<file path="src/rtl/boton_pulsos.sv">
// Purpose : synchronise and debounce the two raw push-buttons and turn each accepted
//           press into a single-cycle Aumenta / Disminuye step for the position counter.
// Latency : DEB_MAX+3 edges from the first edge sampling a clean raw 1 to the pulse;
//           there is no backpressure, and each pulse must be consumed in its cycle.
// Ports   : CLK, Res (sync, active-low), BtnArriba / BtnAbajo (raw, async),
//           Aumenta / Disminuye (registered pulses), Estable {abajo, arriba} (debounced).
// Option  : define BOTON_AUTOREPEAT_EN to add hold-to-repeat (REP_DELAY, REP_RATE).
//           Without the macro, each accepted press gives exactly one pulse.
// Index 0 of the internal vectors is arriba and index 1 is abajo, matching Estable.
module boton_pulsos #(
  parameter int CNT_W     = 16,
  parameter int DEB_MAX   = 50000
`ifdef BOTON_AUTOREPEAT_EN
  ,
  parameter int REP_DELAY = 25000,
  parameter int REP_RATE  = 10000
`endif
) (
  input  logic       CLK,
  input  logic       Res,
  input  logic       BtnArriba,
  input  logic       BtnAbajo,
  output logic       Aumenta,
  output logic       Disminuye,
  output logic [1:0] Estable
);

  localparam logic [CNT_W-1:0] DEB_LAST = CNT_W'(DEB_MAX - 1);

  logic [1:0]       w_raw;
  logic [1:0]       r_sync0;
  logic [1:0]       r_sync1;
  logic [CNT_W-1:0] r_deb_cnt [2];
  logic [1:0]       r_est;
  logic [1:0]       r_est_d;
  logic             r_aum;
  logic             r_dis;

  logic [1:0]       w_diff;
  logic [1:0]       w_flip;
  logic [1:0]       w_press;
  logic [1:0]       w_rep_fire;
  logic             w_aum_nxt;
  logic             w_dis_nxt;

  assign w_raw = {BtnAbajo, BtnArriba};

  // The debounced level only changes once the synchronised level has disagreed with
  // it for DEB_MAX consecutive cycles; any single agreeing cycle restarts the count.
  always_comb begin
    w_diff = r_sync1 ^ r_est;
    w_flip = 2'b00;
    for (int i = 0; i < 2; i++) begin
      w_flip[i] = w_diff[i] && (r_deb_cnt[i] == DEB_LAST);
    end
  end

  // Rising edge of the debounced level, seen the cycle after Estable changes.
  assign w_press = r_est & ~r_est_d;

  // A new press only counts if the other button is not stable-high in that cycle;
  // this also suppresses both pulses when the two rise together.
  assign w_aum_nxt = (w_press[0] & ~r_est[1]) | w_rep_fire[0];
  assign w_dis_nxt = (w_press[1] & ~r_est[0]) | w_rep_fire[1];

  always_ff @(posedge CLK) begin
    if (!Res) begin
      r_sync0      <= 2'b00;
      r_sync1      <= 2'b00;
      r_deb_cnt[0] <= '0;
      r_deb_cnt[1] <= '0;
      r_est        <= 2'b00;
      r_est_d      <= 2'b00;
      r_aum        <= 1'b0;
      r_dis        <= 1'b0;
    end else begin
      r_sync0 <= w_raw;
      r_sync1 <= r_sync0;
      r_est   <= r_est ^ w_flip;
      r_est_d <= r_est;
      for (int i = 0; i < 2; i++) begin
        if (!w_diff[i] || w_flip[i]) begin
          r_deb_cnt[i] <= '0;
        end else begin
          r_deb_cnt[i] <= r_deb_cnt[i] + CNT_W'(1);
        end
      end
      r_aum <= w_aum_nxt;
      r_dis <= w_dis_nxt;
    end
  end

`ifdef BOTON_AUTOREPEAT_EN
  localparam logic [CNT_W-1:0] REP_DELAY_C = CNT_W'(REP_DELAY);
  localparam logic [CNT_W-1:0] REP_RATE_C  = CNT_W'(REP_RATE);

  logic [CNT_W-1:0] r_rep_cnt [2];
  logic [1:0]       r_rep_phase;
  logic [1:0]       w_solo;

  // The repeat counter only runs while its button is the only one stable-high, so
  // releasing it, or the other button becoming stable-high, stops repeats at once.
  assign w_solo = {r_est == 2'b10, r_est == 2'b01};

  // The counter starts at 0 in the cycle Estable rises. That puts the first repeat
  // REP_DELAY edges after the initial pulse, and later repeats every REP_RATE edges.
  always_comb begin
    w_rep_fire = 2'b00;
    for (int i = 0; i < 2; i++) begin
      w_rep_fire[i] = w_solo[i] &&
        (r_rep_cnt[i] == (r_rep_phase[i] ? REP_RATE_C : REP_DELAY_C));
    end
  end

  always_ff @(posedge CLK) begin
    if (!Res) begin
      r_rep_cnt[0] <= '0;
      r_rep_cnt[1] <= '0;
      r_rep_phase  <= 2'b00;
    end else begin
      for (int i = 0; i < 2; i++) begin
        if (!w_solo[i]) begin
          r_rep_cnt[i]   <= '0;
          r_rep_phase[i] <= 1'b0;
        end else if (w_rep_fire[i]) begin
          r_rep_cnt[i]   <= CNT_W'(1);
          r_rep_phase[i] <= 1'b1;
        end else begin
          r_rep_cnt[i]   <= r_rep_cnt[i] + CNT_W'(1);
        end
      end
    end
  end
`else
  assign w_rep_fire = 2'b00;
`endif

  assign Aumenta   = r_aum;
  assign Disminuye = r_dis;
  assign Estable   = r_est;

endmodule

</file>
<file path="config.mk">
export PLATFORM = sky130hd
export DESIGN_NAME = boton_pulsos
export DESIGN_NICKNAME = d
export VERILOG_FILES = /design/src/rtl/boton_pulsos.sv
export SDC_FILE = /design/constraint.sdc
export NUM_CORES = 1
export LEC_CHECK = 0
export BUFFER_PORTS_ARGS = -buffer_cell sky130_fd_sc_hd__buf_2
export CORE_MARGIN = 3
export CORE_UTILIZATION = 35
export CTS_BUF_LIST = sky130_fd_sc_hd__clkbuf_16
export CTS_CLUSTER_DIAMETER = 200
export DETAILED_ROUTE_END_ITERATION = 16
export GPL_ROUTABILITY_DRIVEN = 1
export GPL_TIMING_DRIVEN = 1
export PLACE_DENSITY = 0.51
export SLEW_MARGIN = 30
export SYNTH_ARGS = -nofsm -noshare
export SYNTH_HDL_FRONTEND = slang
export SYNTH_SLANG_ARGS = --single-unit
export TNS_END_PERCENT = 5
</file>
<file path="constraint.sdc">
create_clock -name CLK -period 3.54 [get_ports CLK]
set_input_delay 0.354 -clock CLK [delete_from_list [all_inputs] [get_ports CLK]]
set_output_delay 0.354 -clock CLK [all_outputs]
set_load 0.05 [all_outputs]
</file>
==> results.md <==
- Outcome: finished, final reports clean
- WL/cell: 11.44 µm
- Root Driver: clkbuf_16
- Detail Placement HPWL: 2548 µm
- Worst-Skew Late Latency: about 0.28 ns
- Setup bufs post-CTS: 0
- Hold Slack: 0.2763 ns
- Via density per instance: 4.570
- Max-slew headroom: 0.5830
- Initial Util: 0.3686
- Gr ovfl total: 0
- Clock power share: 0.469
- Final Util: 0.4418
- Drc violations: 0
- Reg power frac: 0.496
- Max cap viols: 0
- Dpl cell area: 2308 µm²
- Commonest non-fill, non-tap cell in the layout: nor2_1
- Clock tree buffer depth: 2
- Comb pwr share: 0.035
- Die Y: 83.08 µm
- Routed WL: 3534 µm
- Routed via count: 1,412
- EDFF count, synth: 32
- Layout Nets: roughly 240
- Placement Rows: 27
- Chip width: 83.08 µm
- Slowest CP cell: o31ai_2
- Max Clock Skew: 0.007506 ns
- Yosys reg bits: 42
- Critical setup path kind: reg -> reg
- Worst endpoint data arrival time: 2.14 ns
- Netlist cell types: 31
- Max stage delay on crit path: 0.61 ns
- Final setup violating endpoints: 0
- CTS Hold Bufs: 0
- Pwr dens: between 400 and 500 nW/µm²
- Port-buffer cells: 7
- Sw Ratio: 0.2024
- Pint: 914.1 µW
- CTS tree: yes
- Cell count after synthesis: 194
- CP Capture Type: flip-flop
- Largest net degree at the start of global routing: 17
- Leak: 0.8807 nW
- Vias in the first global route: 1,429
- Design area: 2492 µm²
- Sequential area share after synthesis: 0.5584
- Critical path, cell by cell: nor4_1 > nand3b_1 > o31ai_2 > buf_4 > nor2_1
- Commonest cells after routing, fill and taps aside: 38 x nor2_1, 32 x edfxtp_1, 32 x conb_1
- GP Congestion: between 0.7 and 0.8
- Initial DRT Pass Iterations: 4
- Fin Setup TNS: 0 ns
- Mapped Area: 2079 µm²
- Layout cells sized above 1: 0.08439
- Fillers: between 500 and 600
- RSZ-0062 raised after global routing: no
- P_sw: 232.0 µW
- FMAX: around 0.47 GHz
- Endpoints failing hold: 0
- Final Max Tran Viols: 0
- Minimum clock period: 2.117 ns
- Core Region: 5642 µm²
- # resized after CTS: 0
- Initial DRC Count: 65
- I/O pin cnt: 8
- CP Launch Type: flip-flop
- Layout area overhead: 19.86%
- Number of diodes: 0
- Crit path max fanout: 8
- Clock sink total: 42
- First-pass GRT wire length: 6403 µm
- Number of antenna violations at the first check in global routing: 0
- Final period util: 0.5979
- Worst EP required: 3.57 ns
- Antenna-violating nets left: 0
- Hold crit path type: in -> reg
- Slew @ Worst Pin: 0.6218 ns
- Asr flop ratio synth: 0
- Worst IR Drop VDD: 0.0003312 V
- YS warnings: 0
- Clock transition at the registers of the reported paths: 0.06 ns
- H-tree levels: 2
- Full die area: 6902 µm²
- Mapped Avg Cell Area: ~11 µm²
- Worst reg2reg setup slack: 1.42 ns
- Main synth FF type: edfxtp_1
- Num CTS Buffers: 5
- GRT Resource Usage Total: 0.1134
[cells in the mapped netlist (2+ instances only)]
library cell  number  area [µm²]
dfxtp_1           10       200.2
nand2_1            6       22.52
nand3_1           11       55.05
edfxtp_1          32       960.9
or3_1              2       12.51
xor2_1             5       43.79
nor4_1            11       68.82
nor2_1            38       142.6
nor3_1             7       35.03
and2_1             7       43.79
xnor2_1           25       219.0
clkbuf_1           2       7.510
ha_1               2       25.02
inv_1             11       41.29
nand4_1            9       56.30
[power groups by stage]
stage          Sequential, mW  Combinational, mW  Clock, mW
2_1_floorplan           0.572             0.0352          0
3_3_place_gp            0.579             0.0406          0
3_5_place_dp            0.579             0.0399          0
4_1_cts                 0.568             0.0403      0.556
5_1_grt                 0.571             0.0485      0.577
6_report                0.568             0.0406      0.537
[worst paths after layout]
kind                                      start                to  depth (start not counted)
worst max-delay path            r_deb_cnt[1][4]  r_deb_cnt[1][15]                          5
worst min-delay path                  BtnArriba        r_sync0[0]                          2
worst max register to register  r_deb_cnt[1][4]  r_deb_cnt[1][15]                          5
worst min register to register       r_est_d[0]           Aumenta                          1
[flip-flops by register name (all words and copies together) (netlist names), named ones only]
name       count
Aumenta        1
r_deb_cnt     32
r_sync0        2
Disminuye      1
r_sync1        2
r_est_d        2
[layout make-up]
class	instances	area (µm²)	area share
well taps	72	90.09	0.03614
multi-input cells	168	973.4	0.3906
clock buffers	7	175.2	0.07028
repair buffers	8	42.54	0.01707
flip-flops and latches	42	1161	0.4659
clock inverters	1	8.758	0.003514
inverters	11	41.29	0.01657
[metal layers]
| metal | track usage | wire length (µm) | up-vias |
|---|---|---|---|
| met3 | 0.03274 | 121 | 4 |
| met5 | 0 | 0 | - |
| met4 | 0.05201 | 42 | 0 |
| met1 | 0.1399 | 1693 | 651 |
| met2 | 0.1829 | 1677 | 24 |
| li1 | - | - | 733 |
[cells by family after synthesis]
kind of cell	count (synthesis)	synth area share
fa+ha+maj	2	0.01203
mux	1	0.004814
compound gates	4	0.01986
simple gates	99	0.2473
flops	42	0.5584
xor+xnor	30	0.1264
buf+inv	15	0.02948
other cells	1	0.001803
[through the flow]
stage               instances  worst slack, ns  power, mW
floorplan                 225            1.661     0.6075
global placement          301            1.451     0.6192
detailed placement        301            1.464     0.6185
CTS                       309            1.435      1.164
global route              309            1.270      1.197
finish                    309            1.423      1.146
[critical path: cells and delay by family (launching register included)]
family | cells | cell delay (ns)
AOI/OAI and AO/OA | 1 | 0.61
buffers and inverters | 1 | 0.26
DFF | 1 | 0.47
and+or+nand+nor | 3 | 0.52
Power figures use the tool's default switching activity.
